--- config.mk ---
export PLATFORM = sky130hd
export DESIGN_NAME = ifmap_dma_port
export DESIGN_NICKNAME = d
export VERILOG_FILES = /design/src/rtl/ifmap_dma_port.sv
export SDC_FILE = /design/constraint.sdc
export NUM_CORES = 1
export LEC_CHECK = 0
export BUFFER_PORTS_ARGS = -buffer_cell sky130_fd_sc_hd__buf_4
export CAP_MARGIN = 20
export CORE_ASPECT_RATIO = 1.25
export CORE_MARGIN = 3
export CORE_UTILIZATION = 30
export DETAILED_ROUTE_END_ITERATION = 10
export SYNTH_ARGS = -nofsm -noshare
export SYNTH_HDL_FRONTEND = slang
export SYNTH_SLANG_ARGS = --single-unit
--- constraint.sdc ---
create_clock -name clk -period 7.2 [get_ports clk]
set_clock_uncertainty 0.15 [all_clocks]
set_input_delay 1.08 -clock clk [delete_from_list [all_inputs] [get_ports clk]]
set_output_delay 1.08 -clock clk [all_outputs]
set_load 0.01 [all_outputs]
--- src/rtl/ifmap_dma_port.sv ---
// ifmap_dma_port: AXI-Stream <-> ping-pong buffer DMA port with independent load and store channels.
// Latency: load is a combinational pass-through; store issues its first read 1 cycle after start, first output 3 cycles after start.
// Backpressure: s_tready follows w_ready; store read issue is credit-limited so the 4-entry FIFO never holds more than 3 words.

module ifmap_dma_port #(
  parameter int ADDR_SIZE  = 10,
  parameter int DATA_WIDTH = 32
) (
  input  logic                  clk,
  input  logic                  rstn,
  // load channel
  input  logic                  start_load,
  input  logic [ADDR_SIZE-1:0]  load_base,
  input  logic [ADDR_SIZE:0]    load_len,
  input  logic [DATA_WIDTH-1:0] s_tdata,
  input  logic                  s_tvalid,
  input  logic                  s_tlast,
  output logic                  s_tready,
  output logic [ADDR_SIZE-1:0]  w_addr,
  output logic [DATA_WIDTH-1:0] w_data,
  output logic                  w_valid,
  output logic                  w_last,
  input  logic                  w_ready,
  // store channel
  input  logic                  start_store,
  input  logic [ADDR_SIZE-1:0]  store_base,
  input  logic [ADDR_SIZE:0]    store_len,
  output logic                  r_valid,
  output logic [ADDR_SIZE-1:0]  r_addr,
  input  logic                  r_ready,
  input  logic [DATA_WIDTH-1:0] r_data,
  output logic [DATA_WIDTH-1:0] m_tdata,
  output logic                  m_tvalid,
  output logic                  m_tlast,
  input  logic                  m_tready,
  // status
  output logic                  load_busy,
  output logic                  store_busy,
  output logic                  load_done,
  output logic                  store_done,
  output logic                  err_len
);

  localparam int LW = ADDR_SIZE + 1;

  // ---------------------------------------------------------------- load
  typedef enum logic [1:0] {L_IDLE, L_RUN, L_DONE} lstate_t;

  lstate_t              lstate;
  logic [ADDR_SIZE-1:0] lbase;
  logic [LW-1:0]        llen;
  logic [LW-1:0]        lcnt;
  logic                 err_q;
  logic                 l_run;
  logic                 l_beat;
  logic                 l_is_last;

  // Beat qualification: a beat moves only while running and both sides agree.
  always_comb begin
    l_run     = (lstate == L_RUN);
    l_is_last = (lcnt == llen - LW'(1));
    l_beat    = l_run && s_tvalid && w_ready;
  end

  // Stream-to-write pass-through; everything is forced low outside L_RUN.
  assign s_tready  = l_run & w_ready;
  assign w_valid   = l_run & s_tvalid;
  assign w_data    = l_run ? s_tdata : '0;
  assign w_addr    = l_run ? (lbase + lcnt[ADDR_SIZE-1:0]) : '0;
  assign w_last    = l_run & l_is_last;
  assign load_busy = (lstate != L_IDLE);
  assign load_done = (lstate == L_DONE);
  assign err_len   = err_q;

  // Load FSM: the programmed length decides the end; tlast only feeds err_len.
  always_ff @(posedge clk or negedge rstn) begin
    if (!rstn) begin
      lstate <= L_IDLE;
      lbase  <= '0;
      llen   <= '0;
      lcnt   <= '0;
      err_q  <= 1'b0;
    end else begin
      case (lstate)
        L_IDLE: begin
          if (start_load) begin
            lbase  <= load_base;
            llen   <= load_len;
            lcnt   <= '0;
            err_q  <= 1'b0;
            lstate <= (load_len == '0) ? L_DONE : L_RUN;
          end
        end
        L_RUN: begin
          if (l_beat) begin
            lcnt <= lcnt + LW'(1);
            if (s_tlast != l_is_last) begin
              err_q <= 1'b1;
            end
            if (l_is_last) begin
              lstate <= L_DONE;
            end
          end
        end
        L_DONE:  lstate <= L_IDLE;
        default: lstate <= L_IDLE;
      endcase
    end
  end

  // --------------------------------------------------------------- store
  typedef enum logic {S_IDLE, S_RUN} sstate_t;

  sstate_t              sstate;
  logic [ADDR_SIZE-1:0] sbase;
  logic [LW-1:0]        slen;
  logic [LW-1:0]        icnt;
  logic [LW-1:0]        ocnt;
  logic                 inflight;
  logic                 sdone;
  logic [DATA_WIDTH-1:0] fifo_mem [0:3];
  logic [1:0]           wptr;
  logic [1:0]           rptr;
  logic [2:0]           fifo_cnt;
  logic [2:0]           credit;
  logic                 s_run;
  logic                 issue;
  logic                 push;
  logic                 pop;
  logic                 o_last;

  // Read issue is gated by credits: buffered words plus the read in flight must stay below 3.
  always_comb begin
    s_run  = (sstate == S_RUN);
    credit = fifo_cnt + {2'b00, inflight};
    issue  = s_run && (icnt < slen) && r_ready && (credit < 3'd3);
    push   = inflight;
    pop    = (fifo_cnt != 3'd0) && m_tready;
    o_last = (ocnt == slen - LW'(1));
  end

  assign r_valid    = issue;
  assign r_addr     = s_run ? (sbase + icnt[ADDR_SIZE-1:0]) : '0;
  assign m_tvalid   = (fifo_cnt != 3'd0);
  assign m_tdata    = m_tvalid ? fifo_mem[rptr] : '0;
  assign m_tlast    = m_tvalid & o_last;
  assign store_busy = s_run;
  assign store_done = sdone;

  // Store FSM with FIFO bookkeeping; the final pop ends the transfer.
  always_ff @(posedge clk or negedge rstn) begin
    if (!rstn) begin
      sstate   <= S_IDLE;
      sbase    <= '0;
      slen     <= '0;
      icnt     <= '0;
      ocnt     <= '0;
      inflight <= 1'b0;
      sdone    <= 1'b0;
      wptr     <= '0;
      rptr     <= '0;
      fifo_cnt <= '0;
    end else begin
      sdone    <= 1'b0;
      inflight <= issue;
      case (sstate)
        S_IDLE: begin
          if (start_store) begin
            sbase    <= store_base;
            slen     <= store_len;
            icnt     <= '0;
            ocnt     <= '0;
            inflight <= 1'b0;
            wptr     <= '0;
            rptr     <= '0;
            fifo_cnt <= '0;
            if (store_len == '0) begin
              sdone <= 1'b1;
            end else begin
              sstate <= S_RUN;
            end
          end
        end
        S_RUN: begin
          if (issue) begin
            icnt <= icnt + LW'(1);
          end
          if (push) begin
            wptr <= wptr + 2'd1;
          end
          if (pop) begin
            rptr <= rptr + 2'd1;
            ocnt <= ocnt + LW'(1);
          end
          fifo_cnt <= fifo_cnt + 3'(push) - 3'(pop);
          if (pop && o_last) begin
            sdone  <= 1'b1;
            sstate <= S_IDLE;
          end
        end
        default: sstate <= S_IDLE;
      endcase
    end
  end

  // FIFO storage captures the buffer read data one cycle after each request.
  always_ff @(posedge clk) begin
    if (push) begin
      fifo_mem[wptr] <= r_data;
    end
  end

endmodule

==> results of run 1 <==
final timing paths:
kind | from | end | slack (ps) | cells past startpoint
min in group asynchronous | rstn | lbase[3]$_DFFE_PN0P_ | 350 | 1
max in group asynchronous | rstn | rptr[0]$_DFFE_PN0P_ | 5420 | 2
setup reg to reg | inflight$_DFF_PN0_ | icnt[4]$_DFFE_PN0P_ | 4320 | 7
hold reg to reg | sbase[4]$_DFFE_PN0P_ | sbase[4]$_DFFE_PN0P_ | 330 | 2
hold / removal | sbase[4]$_DFFE_PN0P_ | sbase[4]$_DFFE_PN0P_ | 330 | 2
setup / recovery | slen[4]$_DFFE_PN0P_ | m_tlast | 2900 | 7
worst max-delay path, cell delays in order, from the launching register on:
cell and delay (ps):
sky130_fd_sc_hd__dfrtp_1 420, sky130_fd_sc_hd__nor4_1 670, sky130_fd_sc_hd__nand2_1 190, sky130_fd_sc_hd__xnor2_1 180, sky130_fd_sc_hd__or4_1 510, sky130_fd_sc_hd__a211o_1 290, sky130_fd_sc_hd__nor2b_1 140, sky130_fd_sc_hd__buf_4 140
synthesized netlist by cell type (all sizes together), types with 4 or more instances:
library cell    n
a211o           4
a21o            9
a21oi          21
a31oi           4
and2           83
and3            7
buf             7
clkbuf         31
dfrtp          88
edfxtp        128
ha             41
inv            34
mux2           17
mux2i           7
mux4           32
nand2          86
nand2b         10
nand3          23
nand4           8
nor2           38
nor2b          11
nor3           13
nor3b           4
nor4           10
o211ai          7
o21ai          43
o31ai          11
or4             5
xnor2          24
xor2           24
final cells by class:
type                       count  area [um2]  share of cell area [%]
tap                          468         586                    4.26
sequential                   216        6050                    44.0
multi-input combinational    585        4450                    32.3
timing repair buffer         221        1660                    12.1
clock buffer                  27         633                    4.60
inverter                      34         128                   0.928
clock inverter                18         253                    1.84
stage by stage:
step	instances	instance area (um2)	utilization [%]	hold WS [ps]	power, mW
floorplan	873	10800	-	302	3.00
global placement	1523	12900	36.8	319	3.77
detailed placement	1523	12900	36.8	320	3.79
CTS	1568	13700	39.4	335	5.17
global route	1569	13800	39.4	356	5.43
finish	1569	13800	39.4	331	5.07
metal layers:
| layer | vias to the layer above | GRT usage, % | routed length, um | share of wire [%] |
|---|---|---|---|---|
| met5 | - | 0 | 0 | 0 |
| met4 | 0 | 3.62 | 542 | 2.1 |
| met3 | 36 | 2.00 | 1110 | 4.3 |
| met2 | 168 | 22.8 | 12900 | 50 |
| met1 | 3639 | 17.2 | 11100 | 43 |
| li1 | 3600 | - | - | - |
logic make-up (layout without fill, tap and decap cells):
kind of cell,count (synthesis),after routing,synth area share (%)
simple gates,311,311,15.2
flops,216,216,56.2
compound gates,127,127,7.85
buf+inv,72,300,2.58
mux,56,56,9.12
xor+xnor,48,48,3.91
fa+ha+maj,43,43,5.14
placed cells by master, fill, tap and decap left out, types with 21 or more instances in the layout:
cell,instances
sky130_fd_sc_hd__edfxtp_1,128
sky130_fd_sc_hd__clkbuf_16,25
sky130_fd_sc_hd__and2_1,83
sky130_fd_sc_hd__ha_1,41
sky130_fd_sc_hd__inv_1,34
sky130_fd_sc_hd__xor2_1,24
sky130_fd_sc_hd__buf_4,220
sky130_fd_sc_hd__nand3_1,23
sky130_fd_sc_hd__nand2_1,86
sky130_fd_sc_hd__mux4_2,32
sky130_fd_sc_hd__a21oi_1,21
sky130_fd_sc_hd__xnor2_1,24
sky130_fd_sc_hd__dfrtp_1,87
sky130_fd_sc_hd__nor2_1,37
sky130_fd_sc_hd__o21ai_0,43
flip-flops by register name, indices dropped and copies added, names as in the netlist:
register,count
err_len,1
fifo_cnt,3
fifo_mem,128
icnt,11
inflight,1
lbase,10
lcnt,11
llen,11
lstate,2
ocnt,11
rptr,2
sbase,10
slen,11
store_busy,1
store_done,1
wptr,2
power groups by stage:
stage | Combinational (mW) | Sequential (mW) | Clock [mW]
global route | 2.17 | 1.82 | 1.44
finish | 1.95 | 1.78 | 1.34
floorplan | 1.27 | 1.73 | 0
global placement | 1.98 | 1.79 | 0
detailed placement | 1.99 | 1.81 | 0
CTS | 2.00 | 1.78 | 1.39
==> impl_metrics.tcl, run 1 <==
set metrics [dict create \
    run_status "complete, no violations" \
    synth-main-ff-cell "sky130_fd_sc_hd__edfxtp_1" \
    clock_latency_ps 530 \
    antenna_found_initial 0 \
    cp-end-kind "primary output" \
    vias_in_the_first_global_route 7575 \
    vias_per_cell 4.74 \
    timing_worst_slew_pin_value_ps 842 \
    gp_congestion 0.837 \
    detail-route-antenna-nets 0 \
    htreeDepth 1 \
    fp-row-count 76 \
    maxCapViolations 0 \
    ys_async_sr_fraction_pct 40.7 \
    number_of_enable_type_register_cells_in_the_synthesized_netlist 128 \
    start_kind "register" \
    synth_area_per_cell_um2 12.3 \
    initial_utilization_pct 30.8 \
    leakage_nw 5.64 \
    io_buffer_count 209 \
    grt-ovfl-total 0 \
    nets_final 1241 \
    synth.top_cells.by_area "sky130_fd_sc_hd__edfxtp_1, sky130_fd_sc_hd__dfrtp_1, sky130_fd_sc_hd__mux4_2" \
    ys.warnings.count 0 \
    hold_viol_final 0 \
    floorplan.core_area_mm2 0.0349 \
    drt_pass1_iterations 4 \
    synth_cell_type_count 60 \
    cts_tree "yes" \
    yosysSeqAreaShare_pct 56.2 \
    worst_ir_drop_vdd_mv 0.279 \
    finalWirelength_um 25600 \
    power_density_over_the_cells_mw_per_mm2 369 \
    grt_setup_unrepaired "false" \
    setup_ws_post_layout_ps 2900 \
    pre_cts_ws_ps 3500 \
    areaGrowthSynthToFinish_pct 27.8 \
    cts-root-buf "sky130_fd_sc_hd__clkbuf_16" \
    fp.dieH_um 218 \
    grt_pass1_wl_um 40900 \
    sw_frac_of_total_pct 33.0 \
    wl_per_cell_um 16.3 \
    numClockSinks 216 \
    detailroute.via_count 7443 \
    fillers 3375 \
    postCtsSetupBuffers 0 \
    final_layout_size_suffix_gt1_share_pct 29.2 \
    top_level_ports 210 \
    internal_power_mw 3.40 \
    crit_path_max_fanout 5 \
    grt_max_degree 55 \
    worst_ep_arrival_time_ps 3070 \
    synth.top_cell.area_share_pct 35.7 \
    slew_viol_final 0 \
    ant_diodes 0 \
    post_cts_hold_buffer_count 0 \
    max_freq_ghz 0.233 \
    postSynthRegisterBits 216 \
    sum_neg_setup_slack_ps 0 \
    die_width_um 175 \
    grt_util_all_layers_pct 13.2 \
    mappedNetlistArea_mm2 0.0108 \
    synth_area_leader_cell "sky130_fd_sc_hd__edfxtp_1" \
    detailedPlacementHpwl_um 17800 \
    clk_transition_reported_paths_ps 60 \
    clock_buffer_count_from_cts 25 \
    setup_viol 0 \
    path_class "register to primary output" \
    pwr-share-clk_pct 26.5 \
    syn-num-nets 1031 \
    p_seq_share_pct 35.1 \
    slew-limit-headroom_pct 42.4 \
    cts.path.max_buffers 3 \
    data_required_time_at_the_worst_endpoint_ps 5970 \
    switching_power_mw 1.67 \
    route.detailed.drc 0 \
    timing.final.crit_share_pct 59.7 \
    period_minus_slack_ps 4300 \
    cts_resized 0 \
    combinationalPowerShare_pct 38.4 \
    synthesis.instances 873 \
    initialDrtViolationCount 371 \
    worstHoldPathType "register to register" \
    die_area_mm2 0.0382 \
]
(Power assumes the default switching activity.)
==> run 2: changes to the inputs <==
==> constraint.sdc (replaced) <==
create_clock -name clk -period 3.7 [get_ports clk]
set_clock_uncertainty 0.15 [all_clocks]
set_input_delay 0.555 -clock clk [delete_from_list [all_inputs] [get_ports clk]]
set_output_delay 0.555 -clock clk [all_outputs]
set_load 0.01 [all_outputs]
==> run 2 against run 1 <==
Against the previous run:
- global-route usage hardly changed
- clock-buffer cell count is 3 higher
- total power grew 91%
- hold slack lost 260 ps
- combinational power is 97% higher
- cell area is 0.49% higher
- register-to-register slack worse by 3400 ps
- die area did not move
- sequential power increased by 97%
- critical path type unchanged
- non-clock buffer count rose by 12
- wire length grew 1.2%
==> impl_metrics.tcl, run 2 (synthesis gave the netlist of run 1 again) <==
set metrics [dict create \
    slew-limit-headroom_pct 65.6 \
    timing.final.crit_share_pct 97.1 \
    leakage_nw 5.66 \
    maxCapViolations 0 \
    detailroute.wirelength.met3_um 1230 \
    top_level_ports 210 \
    timing_worst_slew_pin_value_ps 515 \
    detail-route-antenna-nets 0 \
    fp-row-count 76 \
    htreeDepth 1 \
    numClockSinks 216 \
    detailroute.via_count 7532 \
    max_freq_ghz 0.278 \
    antenna_found_initial 0 \
    gp_congestion 0.843 \
    critPathSlowestCell "sky130_fd_sc_hd__or4_1" \
    initial_utilization_pct 30.8 \
    drt_pass1_iterations 6 \
    worst_path_most_repeated_cell "sky130_fd_sc_hd__a211o_1" \
    post_route_m1_wl_um 11200 \
    clk_transition_reported_paths_ps 60 \
    cts_tree "yes" \
    cp-end-kind "primary output" \
    fp.dieH_um 218 \
    final_cell_mix "sky130_fd_sc_hd__buf_4, sky130_fd_sc_hd__edfxtp_1, sky130_fd_sc_hd__nand2_1, sky130_fd_sc_hd__dfrtp_1, sky130_fd_sc_hd__and2_1" \
    start_kind "register" \
    slew_viol_final 0 \
    vias_in_the_first_global_route 7698 \
    path_class "register to primary output" \
    highest_routing_layer_actually_used "met4" \
    grt_util_all_layers_pct 13.2 \
    hold_path.startpoint "store_base[9]" \
    die_area_mm2 0.0382 \
    ant_diodes 0 \
    clock_buffer_count_from_cts 24 \
    rr_startpoint "inflight$_DFF_PN0_" \
    power_density_over_the_cells_mw_per_mm2 699 \
    most_common_library_cell_in_the_layout_ignoring_fill_and_taps "sky130_fd_sc_hd__buf_4" \
    clock_latency_ps 520 \
    die_width_um 175 \
    cts.path.max_buffers 3 \
    grt-ovfl-total 0 \
    final_layout_size_suffix_gt1_share_pct 30.7 \
    run_status "complete, no violations" \
    worstHoldPathType "primary input to register" \
    data_required_time_at_the_worst_endpoint_ps 2990 \
    setup_viol 0 \
    worst_ep_arrival_time_ps 2890 \
    max_ffs_per_register 128 \
    period_minus_slack_ps 3590 \
    route.detailed.drc 0 \
    setup_ws_post_layout_ps 106 \
    grt_pass1_wl_um 41300 \
    initialDrtViolationCount 294 \
    largest-register "fifo_mem" \
    crit_path_max_fanout 3 \
    wl_per_cell_um 16.4 \
    setup.worst_path.start "slen[0]$_DFFE_PN0P_" \
    hold_viol_final 0 \
    floorplan.core_area_mm2 0.0349 \
    grt_max_degree 77 \
    finalWirelength_um 25900 \
    detailedPlacementHpwl_um 17800 \
    io_buffer_count 209 \
    worst_ir_drop_vdd_mv 0.399 \
    nets_final 1252 \
    cp_cell_sequence "inv_1 -> ha_4 -> xor2_1 -> o211ai_1 -> a211o_1 -> or4_1 -> a211o_1 -> nor2b_1 -> buf_4" \
    pre_cts_ws_ps 515 \
    cts-root-buf "sky130_fd_sc_hd__clkbuf_16" \
    fillers 3363 \
    cpPeakStageDelay_ps 460 \
    areaGrowthSynthToFinish_pct 28.4 \
    met2WireLength_um 12800 \
    p_total_mw 9.66 \
    vias_per_cell 4.77 \
]
-- run 2: through the flow --
stage / hold WS [ps] / TNS (ps) / instance area (um2) / util [%] / instances
floorplan: 109 / 0 / 10800 / - / 873
global placement: 320 / 0 / 12900 / 37.0 / 1527
detailed placement: 320 / 0 / 12900 / 37.0 / 1527
CTS: 39.1 / 0 / 13700 / 39.2 / 1571
global route: 49.4 / -6.08 / 13800 / 39.6 / 1580
finish: 71.3 / 0 / 13800 / 39.6 / 1580
-- run 2: worst paths after layout --
kind	to	cells past startpoint	slack, ps
min	sbase[9]$_DFFE_PN0P_	3	70
max in group asynchronous	wptr[0]$_DFFE_PN0P_	4	2400
min in group asynchronous	lbase[1]$_DFFE_PN0P_	2	270
min reg2reg	sbase[7]$_DFFE_PN0P_	2	340
max	m_tlast	9	110
max reg2reg	icnt[7]$_DFFE_PN0P_	7	910
-- run 2: layout make-up --
| class | instances | area (um2) | area share (%) |
|---|---|---|---|
| timing repair buffer | 233 | 1790 | 13.0 |
| tap | 468 | 586 | 4.24 |
| sequential | 216 | 6050 | 43.8 |
| multi-input combinational | 585 | 4490 | 32.5 |
| clock inverter | 14 | 150 | 1.09 |
| inverter | 34 | 128 | 0.923 |
| clock buffer | 30 | 623 | 4.51 |
-- run 2: where the power goes --
group	internal (mW)	switching, mW
clock network	1.35	0.972
logic	1.99	1.85
registers	3.06	0.433
total	6.41	3.26
-- run 2: worst max-delay path: cells and delay by family, from the launching register on --
kind | cells | cell delay (ps)
AOI/OAI and AO/OA | 3 | 730
xor gates and xnor gates | 1 | 140
adders and majority gates | 1 | 220
buffers and inverters | 2 | 270
DFF | 1 | 420
and+or+nand+nor | 2 | 600
-- run 2: timing repair --
action	4_1_cts	5_1_grt
pin swaps	0	4
gates resized for setup	1	12
setup endpoints to repair	1	5
buffers inserted	0	6
endpoints found under the hold margin	0	15
hold buffers	0	1
-- run 2: layer usage --
layer | track usage (%) | vias up
li1 | - | 3629
met2 | 22.7 | 160
met4 | 3.54 | 0
met5 | 0 | -
met1 | 17.2 | 3694
met3 | 2.30 | 49
==> run 3: changes to the inputs <==
--- a/config.mk
+++ b/config.mk
@@ -9,7 +9,7 @@
 export CAP_MARGIN = 20
 export CORE_ASPECT_RATIO = 1.25
 export CORE_MARGIN = 3
-export CORE_UTILIZATION = 30
+export CORE_UTILIZATION = 28
 export DETAILED_ROUTE_END_ITERATION = 10
 export SYNTH_ARGS = -nofsm -noshare
 export SYNTH_HDL_FRONTEND = slang
==> run 3 against run 2 <==
Against the previous run:
- wire length is 0.60% lower
- sequential power hardly changed
- hold slack worse by 23 ps
- total power is 1.2% higher
- register-to-register slack worse by 90 ps
- first-iteration DRC count is 46% higher
- combinational power is 3% higher
- utilization is 2.6 points lower
- clock-buffer cell count is 5 lower
- final cell count is 1.4% higher
- largest cell class unchanged
==> impl_metrics.tcl, run 3 (synthesis gave the netlist of run 1 again) <==
set metrics [dict create \
    power_density_over_the_cells_mw_per_mm2 704 \
    initialDrtViolationCount 430 \
    antenna_found_initial 0 \
    cts_tree "yes" \
    fillers 3691 \
    largest-register "fifo_mem" \
    grt_util_all_layers_pct 12.2 \
    wl_per_cell_um 16.1 \
    sum_neg_setup_slack_ps 0 \
    nets_final 1256 \
    gp_congestion 0.843 \
    grt_setup_unrepaired "true" \
    grt_max_degree 49 \
    clock_latency_ps 540 \
    fp.dieH_um 225 \
    initial_utilization_pct 28.7 \
    hold_viol_final 0 \
    final_layout_size_suffix_gt1_share_pct 31.8 \
    io_buffer_count 209 \
    ant_diodes 0 \
    grt_pass1_wl_um 41100 \
    clock_buffer_count_from_cts 24 \
    htreeDepth 1 \
    vias_per_cell 4.72 \
    worst_ep_arrival_time_ps 2880 \
    path_class "register to primary output" \
    slew_viol_final 0 \
    pre_cts_ws_ps 522 \
    multiInputGateArea_mm2 0.00453 \
    drt_pass1_iterations 4 \
    cts.path.max_buffers 3 \
    die_width_um 181 \
    fp-row-count 79 \
    worstReg2RegEnd "icnt[4]$_DFFE_PN0P_" \
    regToRegSetupSlack_ps 820 \
    most_common_library_cell_in_the_layout_ignoring_fill_and_taps "sky130_fd_sc_hd__buf_4" \
    hold_path.startpoint "store_base[4]" \
    slew-limit-headroom_pct 25.6 \
    floorplan.core_area_mm2 0.0376 \
    max_freq_ghz 0.279 \
    critPathSlowestCell "sky130_fd_sc_hd__or4_4" \
    die_area_mm2 0.0409 \
    worst_ir_drop_vdd_mv 0.389 \
    worstHoldPathType "primary input to register" \
    min_to "sbase[4]$_DFFE_PN0P_" \
    rr_worst_depth 7 \
    whs_path_depth 3 \
    cp-end-kind "primary output" \
    setup_viol 0 \
    timing.final.crit_share_pct 96.8 \
    cts-root-buf "sky130_fd_sc_hd__clkbuf_16" \
    crit_path_max_fanout 6 \
    timing_worst_slew_pin_value_ps 1120 \
    data_required_time_at_the_worst_endpoint_ps 2990 \
    detailroute.via_count 7558 \
    detail-route-antenna-nets 0 \
    grt-ovfl-total 0 \
    top_level_ports 210 \
    cpPeakStageDelay_ps 540 \
    areaGrowthSynthToFinish_pct 29.2 \
    rr_startpoint "inflight$_DFF_PN0_" \
    seqCellArea_mm2 0.00605 \
    route.detailed.drc 0 \
    leakage_nw 5.70 \
    vias_in_the_first_global_route 7674 \
    final_cell_mix "sky130_fd_sc_hd__buf_4, sky130_fd_sc_hd__edfxtp_1, sky130_fd_sc_hd__nand2_1, sky130_fd_sc_hd__and2_1, sky130_fd_sc_hd__dfrtp_1" \
    finalWirelength_um 25800 \
    run_status "complete, no violations" \
    setup_ws_post_layout_ps 119 \
    maxCapViolations 0 \
    start_kind "register" \
    period_minus_slack_ps 3580 \
    detailedPlacementHpwl_um 17900 \
    clk_transition_reported_paths_ps 60 \
    numClockSinks 216 \
    max_ffs_per_register 128 \
    cp_cell_sequence "or4_4 -> o32ai_4 -> nand3_1 -> a2111o_1 -> nor4_4 -> and2_1 -> buf_4" \
    p_total_mw 9.78 \
]
run 3: cell count changes in the layout (fill, tap and decap cells not counted), moves of 2 or more:
cell	previous run	this run
sky130_fd_sc_hd__nor2b_1	10	8
sky130_fd_sc_hd__buf_4	229	234
sky130_fd_sc_hd__clkinv_2	1	6
sky130_fd_sc_hd__clkbuf_1	6	1
sky130_fd_sc_hd__nor2b_2	1	3
run 3: final cells by class:
class | count | share of cell area [%]
multi-input cells | 585 | 32.5
clock inverters | 19 | 1.33
clock buffers | 25 | 4.35
well taps | 486 | 4.37
inverters | 34 | 0.918
flip-flops and latches | 216 | 43.5
repair buffers | 237 | 13.0
run 3: routing by layer:
layer | part of all wire [%] | vias up | track usage, % | routed length, um
met4 | 2.1 | 0 | 3.32 | 550
li1 | - | 3623 | - | -
met1 | 44 | 3664 | 16.1 | 11400
met2 | 48 | 226 | 20.6 | 12400
met3 | 5.8 | 45 | 2.29 | 1480
met5 | 0 | - | 0 | 0
run 3: worst max path at each step:
stage	startpoint	to	slack, ps	cells past startpoint
finish	llen[5]$_DFFE_PN0P_	w_last	120	7
global route	lcnt[0]$_DFFE_PN0P_	w_addr[8]	-70	10
CTS	slen[1]$_DFFE_PN0P_	m_tlast	3	9
detailed placement	icnt[0]$_DFFE_PN0P_	r_addr[8]	520	10
global placement	icnt[0]$_DFFE_PN0P_	r_addr[8]	570	10
floorplan	slen[5]$_DFFE_PN0P_	m_tlast	830	6
run 3: power by group:
part           leakage, nW  total [mW]  switching, mW  internal, mW
Combinational         3.06        3.96           1.91          2.05
Sequential            2.26        3.47          0.403          3.07
Clock                0.378        2.35           1.01          1.34
Total                 5.70        9.78           3.32          6.47
run 3: repair_timing:
action / 4_1_cts / 5_1_grt
resized for setup: 2 / 18
pin swaps: 1 / 8
hold endpoints to repair: 46 / 0
setup buffers: 1 / 12
setup endpoints to repair: 3 / 5
hold buffers: 1 / 0
run 3: critical path, delay by kind of cell, from the launching register on:
kind,cells,cell delay [ps]
compound gates,2,650
flops,1,440
simple gates,4,1150
buf+inv,1,110
run 3: per-stage QoR:
step | area (um2) | hold WS (ps) | std cells | utilization [%]
6_report | 13900 | 48.2 | 1602 | 37.0
5_1_grt | 13900 | 25.2 | 1602 | 37.0
4_1_cts | 13700 | 9.16 | 1589 | 36.5
3_5_place_dp | 12900 | 327 | 1543 | 34.4
3_3_place_gp | 12900 | 327 | 1543 | 34.4
2_1_floorplan | 10800 | 109 | 873 | -
